===== config.mk =====
export PLATFORM = sky130hd
export DESIGN_NAME = udma_i2c_cmd_seq
export DESIGN_NICKNAME = d
export VERILOG_FILES = /design/src/rtl/udma_i2c_cmd_seq.sv
export SDC_FILE = /design/constraint.sdc
export NUM_CORES = 1
export LEC_CHECK = 0
export CORE_ASPECT_RATIO = 0.8
export CORE_MARGIN = 2
export CORE_UTILIZATION = 49
export CTS_BUF_LIST = sky130_fd_sc_hd__clkbuf_8
export CTS_CLUSTER_SIZE = 12
export DETAILED_ROUTE_END_ITERATION = 6
export GPL_ROUTABILITY_DRIVEN = 0
export PLACE_DENSITY = 0.81
export SYNTH_ARGS = -nofsm -noshare
export SYNTH_HDL_FRONTEND = slang
export SYNTH_SLANG_ARGS = --single-unit

===== constraint.sdc =====
create_clock -name clk_i -period 2.87 [get_ports clk_i]
set_input_delay 0.7175 -clock clk_i [delete_from_list [all_inputs] [get_ports clk_i]]
set_output_delay 0.7175 -clock clk_i [all_outputs]
set_load 0.05 [all_outputs]

===== src/rtl/udma_i2c_cmd_seq.sv =====
// Purpose: decode uDMA I2C command words into single bus ops; run WAIT/WAIT_EV/CFG/EOT/RPT locally.
// Latency: a bus op is presented one cycle after its command (WR: one cycle after its TX byte).
// Backpressure: commands are taken only in IDLE; TX bytes only in GETB; an op holds until op_ready_i.
module udma_i2c_cmd_seq #(
    parameter int NB_EVT = 4,
    parameter int RPT_W  = 16
) (
    input  logic              clk_i,
    input  logic              rst_i,
    input  logic [31:0]       cmd_i,
    input  logic              cmd_valid_i,
    output logic              cmd_ready_o,
    input  logic [7:0]        data_tx_i,
    input  logic              data_tx_valid_i,
    output logic              data_tx_ready_o,
    input  logic [NB_EVT-1:0] ext_events_i,
    output logic [2:0]        op_o,
    output logic [7:0]        op_data_o,
    output logic              op_valid_o,
    input  logic              op_ready_i,
    output logic [15:0]       clkdiv_o,
    output logic              busy_o,
    output logic              eot_o,
    output logic              err_o
);

    typedef enum logic [2:0] {
        S_IDLE   = 3'd0,
        S_GETB   = 3'd1,
        S_ISSUE  = 3'd2,
        S_WAIT   = 3'd3,
        S_WAITEV = 3'd4
    } state_t;

    localparam logic [3:0] OPC_START   = 4'h0;
    localparam logic [3:0] OPC_WAIT_EV = 4'h1;
    localparam logic [3:0] OPC_STOP    = 4'h2;
    localparam logic [3:0] OPC_RD_ACK  = 4'h4;
    localparam logic [3:0] OPC_RD_NACK = 4'h6;
    localparam logic [3:0] OPC_WR      = 4'h8;
    localparam logic [3:0] OPC_EOT     = 4'h9;
    localparam logic [3:0] OPC_WAIT    = 4'hA;
    localparam logic [3:0] OPC_RPT     = 4'hC;
    localparam logic [3:0] OPC_CFG     = 4'hE;

    localparam logic [2:0] OP_START   = 3'd0;
    localparam logic [2:0] OP_STOP    = 3'd1;
    localparam logic [2:0] OP_RD_ACK  = 3'd2;
    localparam logic [2:0] OP_RD_NACK = 3'd3;
    localparam logic [2:0] OP_WR      = 3'd4;

    state_t           state, state_nxt;
    logic [2:0]       op_q;
    logic [7:0]       op_data_q;
    logic [RPT_W-1:0] rpt_cnt;
    logic             rpt_armed;
    logic [7:0]       wait_cnt;
    logic [1:0]       ev_idx;
    logic [15:0]      clkdiv_q;
    logic             eot_q;
    logic             err_q;

    logic [3:0] opc;
    logic       cmd_take;
    logic       is_local;
    logic       rpt_more;
    logic       ev_hit;
    logic       unused_cmd_bits;

    assign opc             = cmd_i[31:28];
    assign cmd_take        = cmd_valid_i && (state == S_IDLE);
    assign is_local        = (opc == OPC_WAIT) || (opc == OPC_WAIT_EV) ||
                             (opc == OPC_CFG)  || (opc == OPC_EOT);
    assign rpt_more        = rpt_armed && (rpt_cnt > {{(RPT_W-1){1'b0}}, 1'b1});
    assign ev_hit          = ext_events_i[ev_idx];
    assign unused_cmd_bits = &{1'b0, cmd_i[27:16]};

    assign op_o      = op_q;
    assign op_data_o = op_data_q;
    assign clkdiv_o  = clkdiv_q;
    assign eot_o     = eot_q;
    assign err_o     = err_q;

    // State register.
    always_ff @(posedge clk_i) begin
        if (rst_i) begin
            state <= S_IDLE;
        end else begin
            state <= state_nxt;
        end
    end

    // Next-state decode and state-derived handshake outputs.
    always_comb begin
        state_nxt       = state;
        cmd_ready_o     = 1'b0;
        data_tx_ready_o = 1'b0;
        op_valid_o      = 1'b0;
        busy_o          = 1'b1;
        case (state)
            S_IDLE: begin
                cmd_ready_o = 1'b1;
                busy_o      = 1'b0;
                if (cmd_valid_i) begin
                    case (opc)
                        OPC_START, OPC_STOP,
                        OPC_RD_ACK, OPC_RD_NACK: state_nxt = S_ISSUE;
                        OPC_WR:                  state_nxt = S_GETB;
                        OPC_WAIT:                state_nxt = S_WAIT;
                        OPC_WAIT_EV:             state_nxt = S_WAITEV;
                        default:                 state_nxt = S_IDLE;
                    endcase
                end
            end
            S_GETB: begin
                data_tx_ready_o = 1'b1;
                if (data_tx_valid_i) state_nxt = S_ISSUE;
            end
            S_ISSUE: begin
                op_valid_o = 1'b1;
                if (op_ready_i) begin
                    if (rpt_more) state_nxt = (op_q == OP_WR) ? S_GETB : S_ISSUE;
                    else          state_nxt = S_IDLE;
                end
            end
            S_WAIT: begin
                if (wait_cnt == 8'd0) state_nxt = S_IDLE;
            end
            S_WAITEV: begin
                if (ev_hit) state_nxt = S_IDLE;
            end
            default: state_nxt = S_IDLE;
        endcase
    end

    // Datapath: latched op, repeat bookkeeping, wait counter, config and status pulses.
    always_ff @(posedge clk_i) begin
        if (rst_i) begin
            op_q      <= OP_START;
            op_data_q <= 8'd0;
            rpt_cnt   <= '0;
            rpt_armed <= 1'b0;
            wait_cnt  <= 8'd0;
            ev_idx    <= 2'd0;
            clkdiv_q  <= 16'd0;
            eot_q     <= 1'b0;
            err_q     <= 1'b0;
        end else begin
            eot_q <= 1'b0;
            err_q <= 1'b0;
            case (state)
                S_IDLE: begin
                    if (cmd_take) begin
                        // A pending repeat cannot apply to a local command: flag it and drop it.
                        if (is_local && rpt_armed) begin
                            err_q     <= 1'b1;
                            rpt_armed <= 1'b0;
                            rpt_cnt   <= '0;
                        end
                        case (opc)
                            OPC_START:   begin op_q <= OP_START;   op_data_q <= 8'd0; end
                            OPC_STOP:    begin op_q <= OP_STOP;    op_data_q <= 8'd0; end
                            OPC_RD_ACK:  begin op_q <= OP_RD_ACK;  op_data_q <= 8'd0; end
                            OPC_RD_NACK: begin op_q <= OP_RD_NACK; op_data_q <= 8'd0; end
                            OPC_WR:      ;
                            OPC_WAIT:    wait_cnt <= cmd_i[7:0];
                            OPC_WAIT_EV: ev_idx   <= cmd_i[1:0];
                            OPC_CFG:     clkdiv_q <= cmd_i[15:0];
                            OPC_EOT:     eot_q    <= 1'b1;
                            OPC_RPT: begin
                                rpt_armed <= 1'b1;
                                rpt_cnt   <= (cmd_i[RPT_W-1:0] == '0) ?
                                             {{(RPT_W-1){1'b0}}, 1'b1} : cmd_i[RPT_W-1:0];
                            end
                            default:     err_q <= 1'b1;
                        endcase
                    end
                end
                S_GETB: begin
                    if (data_tx_valid_i) begin
                        op_q      <= OP_WR;
                        op_data_q <= data_tx_i;
                    end
                end
                S_ISSUE: begin
                    if (op_ready_i) begin
                        if (rpt_more) begin
                            rpt_cnt <= rpt_cnt - 1'b1;
                        end else begin
                            rpt_armed <= 1'b0;
                            rpt_cnt   <= '0;
                        end
                    end
                end
                S_WAIT: begin
                    if (wait_cnt != 8'd0) wait_cnt <= wait_cnt - 8'd1;
                end
                default: ;
            endcase
        end
    end

endmodule


==> qor.yml <==
worst_hold_path:
  worstHoldStart: "op_data_o[7]"
  whs_path_depth: 2
  whs_endpoint: "op_data_o[7]"
  hold_class: "flip-flop to flip-flop"
timing:
  fin_ws_ps: 135.7
  slew_headroom: 0.4321
  timing.final.crit_share: 0.9527
  setup_viol: 0
  tightestPinTransition_ps: 840.4
  finalHoldViolCount: 0
  rsz0062_at_grt: "no"
  fin_crit_ps: 2734
  final-max-slew-violation-count: 0
  max_freq_mhz: 365.7
  clock_skew_ps: 3.737
  final.setup.tns_ps: 0
layout:
  fin_nets: 495
  diodes: 0
  areaGrowthSynthToFinish_pct: 33.85
  drive_gt1_frac: 0.1007
logic_synthesis:
  avgSynthCellArea_sq_um: 8.340
  syn-cell-area_sq_um: 3094
  synth.net_count: 424
  synth_seq_area_share: 0.3817
  synth_cells: 371
  ys_ff_latch: 59
  synth_ff_type: "dfxtp_1"
  synth_async_sr_flop_share: 0
  synth_cell_types: 63
  synth_edf_count: 0
  yosysWarningCount: 0
worst_setup_path:
  arrival_ps: 2020
  cp_max_fo: 7
  crit_buf_inv: 2
  worstReg2RegStart: "rpt_cnt[0]"
  slowest_stage: "clkdlybuf4s50_1"
  worstSetupPathType: "flip-flop to output port"
  r2r_cells: 8
  worst_setup_path_start_kind: "flip-flop"
  crit_path_cell_trace: "buf_4 -> or3_1 -> clkdlybuf4s50_1"
  reg2reg_to: "rpt_cnt[2]"
  critical-path-top-delay-family: "buffers and inverters"
  endpoint_kind: "output port"
  cp.required_ps: 2150
  max_stage_delay_ps: 730
  worst-r2r-setup-slack_ps: 480
detailed_routing:
  drc: 0
  antenna_left: 0
  drt_wl_total_microns: 8959
  firstDrtPassIters: 5
  dr_total_vias: 3207
  drt_iter0_drc: 336
  via_per_inst: 6.074
  wl_per_cell_microns: 16.97
clock_network:
  tritoncts: "built"
  clkLatencyLatePin_ps: 340
  cts-root-buf: "clkbuf_8"
  postCtsHoldBufs: 0
  numCtsBuffers: 9
  cts_resized: 0
  clk_pin_slew_ps: 60
  clk_path_buf_depth: 2
  cts_sinks: 59
  htreeDepth: 3
  postCtsSetupRepairBufs: 0
die:
  rows: 25
  core_area_sq_um: 6006
  die_y_microns: 75.08
  fp.dieArea_sq_um: 6970
  initial_core_util: 0.5152
  ios: 82
  die_w_microns: 92.85
global_routing:
  grt_usage: 0.2573
  grt_pass1_vias: 2860
  grt_start_max_net_pins: 38
  antenna_found_initial: 0
  grt-ovfl-total: 0
  grt_pass1_wl_microns: 14010
outcome:
  status: "finished, final reports clean"
power_and_ir_drop:
  leakagePower_nw: 1.613
  ir_drop_mv: 0.3298
  pwr_density_cell_nw_per_um2: 532.1
run:
  maxCapViolCount: 0
placed_design:
  dp_slack_ps: 115.8
  io_buffers: 69
  hpwl_microns: 6140
==> stage by stage <==
stage,instances,utilization,cell area [sq um],hold WS [ps],total power [mW]
6_report,528,0.6896,4141,456.6,2.204
5_1_grt,528,0.6896,4141,483.3,2.282
2_1_floorplan,371,-,3094,458.0,1.143
3_3_place_gp,512,0.6492,3899,437.2,1.282
4_1_cts,528,0.6896,4141,461.6,2.209
3_5_place_dp,512,0.6492,3899,452.4,1.290
==> state kept, by name, summed over array words and instances (netlist names) <==
| name | flops |
|---|---|
| clkdiv_o | 16 |
| rpt_cnt | 16 |
| op_data_o | 8 |
| wait_cnt | 8 |
| op_o | 3 |
| state | 3 |
| ev_idx | 2 |
| eot_o | 1 |
| err_o | 1 |
| rpt_armed | 1 |
==> per-layer routing <==
metal | global-route usage | part of all wire | up-vias
met1 | 0.3294 | 0.45 | 1513
met2 | 0.4122 | 0.45 | 155
li1 | - | - | 1515
met5 | 0 | 0 | -
met4 | 0.1095 | 0.022 | 0
met3 | 0.07608 | 0.077 | 24
==> report_power, final <==
| group | internal (mW) | leakage, nW | switching (mW) |
|---|---|---|---|
| combinational | 0.182 | 1.01 | 0.239 |
| clock | 0.594 | 0.125 | 0.324 |
| sequential | 0.841 | 0.477 | 0.0234 |
==> final cells by class <==
type / count / area, sq um
tap: 81 / 101.3
sequential: 59 / 1181
timing repair buffer: 84 / 805.8
inverter: 12 / 45.04
clock buffer: 10 / 137.6
clock inverter: 6 / 105.1
fill: 499 / 1864
multi-input combinational: 276 / 1765
==> worst max-delay path by stage <==
stage	endpoint	depth (start not counted)	startpoint
after global routing	busy_o	3	state[1]
after CTS	busy_o	3	state[1]
after floorplan	rpt_cnt[0]	7	state[1]
after global placement	wait_cnt[2]	7	cmd_valid_i
final	busy_o	3	state[1]
after detailed placement	rpt_cnt[1]	6	cmd_valid_i
==> kinds of logic (layout without fill, tap and decap cells) <==
| family | after synthesis | after routing | share of synthesized area |
|---|---|---|---|
| buffers and inverters | 36 | 112 | 0.04771 |
| AO/OA/AOI/OAI | 93 | 93 | 0.1986 |
| AND/OR/NAND/NOR | 153 | 153 | 0.2693 |
| multiplexers | 21 | 21 | 0.07238 |
| XOR/XNOR | 5 | 5 | 0.01415 |
| flip-flops | 59 | 59 | 0.3817 |
| adder cells (fa/ha/maj) | 4 | 4 | 0.01618 |
==> worst reg2reg max path, cell delays in order (launching register included) <==
cell and delay, ps:
dfxtp_1 380, inv_1 80, ha_1 260, o21ba_2 220, and4_1 250, a21oi_2 450, buf_4 280, a21oi_1 80
o32ai_1 280
==> cell usage after synthesis, types with 2 or more instances <==
library cell | number | share of area
a211oi_1 | 3 | 0.0073
a21o_1 | 3 | 0.0073
a21oi_1 | 33 | 0.053
a21oi_2 | 2 | 0.0057
a221oi_1 | 6 | 0.017
a22o_1 | 2 | 0.0057
a22oi_1 | 3 | 0.0073
a2bb2oi_1 | 3 | 0.0085
a32o_1 | 2 | 0.0065
a32oi_1 | 4 | 0.011
and2_1 | 5 | 0.010
and3b_1 | 2 | 0.0057
and4_1 | 2 | 0.0057
buf_2 | 7 | 0.011
clkbuf_1 | 16 | 0.019
dfxtp_1 | 59 | 0.38
ha_1 | 4 | 0.016
inv_1 | 11 | 0.013
mux2i_1 | 19 | 0.061
nand2_1 | 29 | 0.035
nand2b_1 | 3 | 0.0061
nand3_1 | 8 | 0.013
nand3b_1 | 2 | 0.0049
nand4_1 | 9 | 0.018
nand4b_1 | 2 | 0.0057
nor2_1 | 46 | 0.056
nor3_1 | 15 | 0.024
nor3b_1 | 3 | 0.0073
nor4_1 | 9 | 0.018
nor4b_1 | 3 | 0.0085
o21ai_0 | 4 | 0.0065
o21ai_1 | 12 | 0.019
o22ai_1 | 3 | 0.0061
o32ai_1 | 3 | 0.0085
or3_1 | 2 | 0.0040
xnor2_1 | 5 | 0.014
==> layout by cell type, fill, tap and decap left out, types with 10 or more instances in the layout <==
cell type and instances:
clkdlybuf4s50_1 66, dfxtp_1 59, nor2_1 46, a21oi_1 33
nand2_1 29, mux2i_1 19, buf_4 16, nor3_1 15
inv_1 13, o21ai_1 12, clkbuf_8 10
Power figures use the tool's default switching activity.
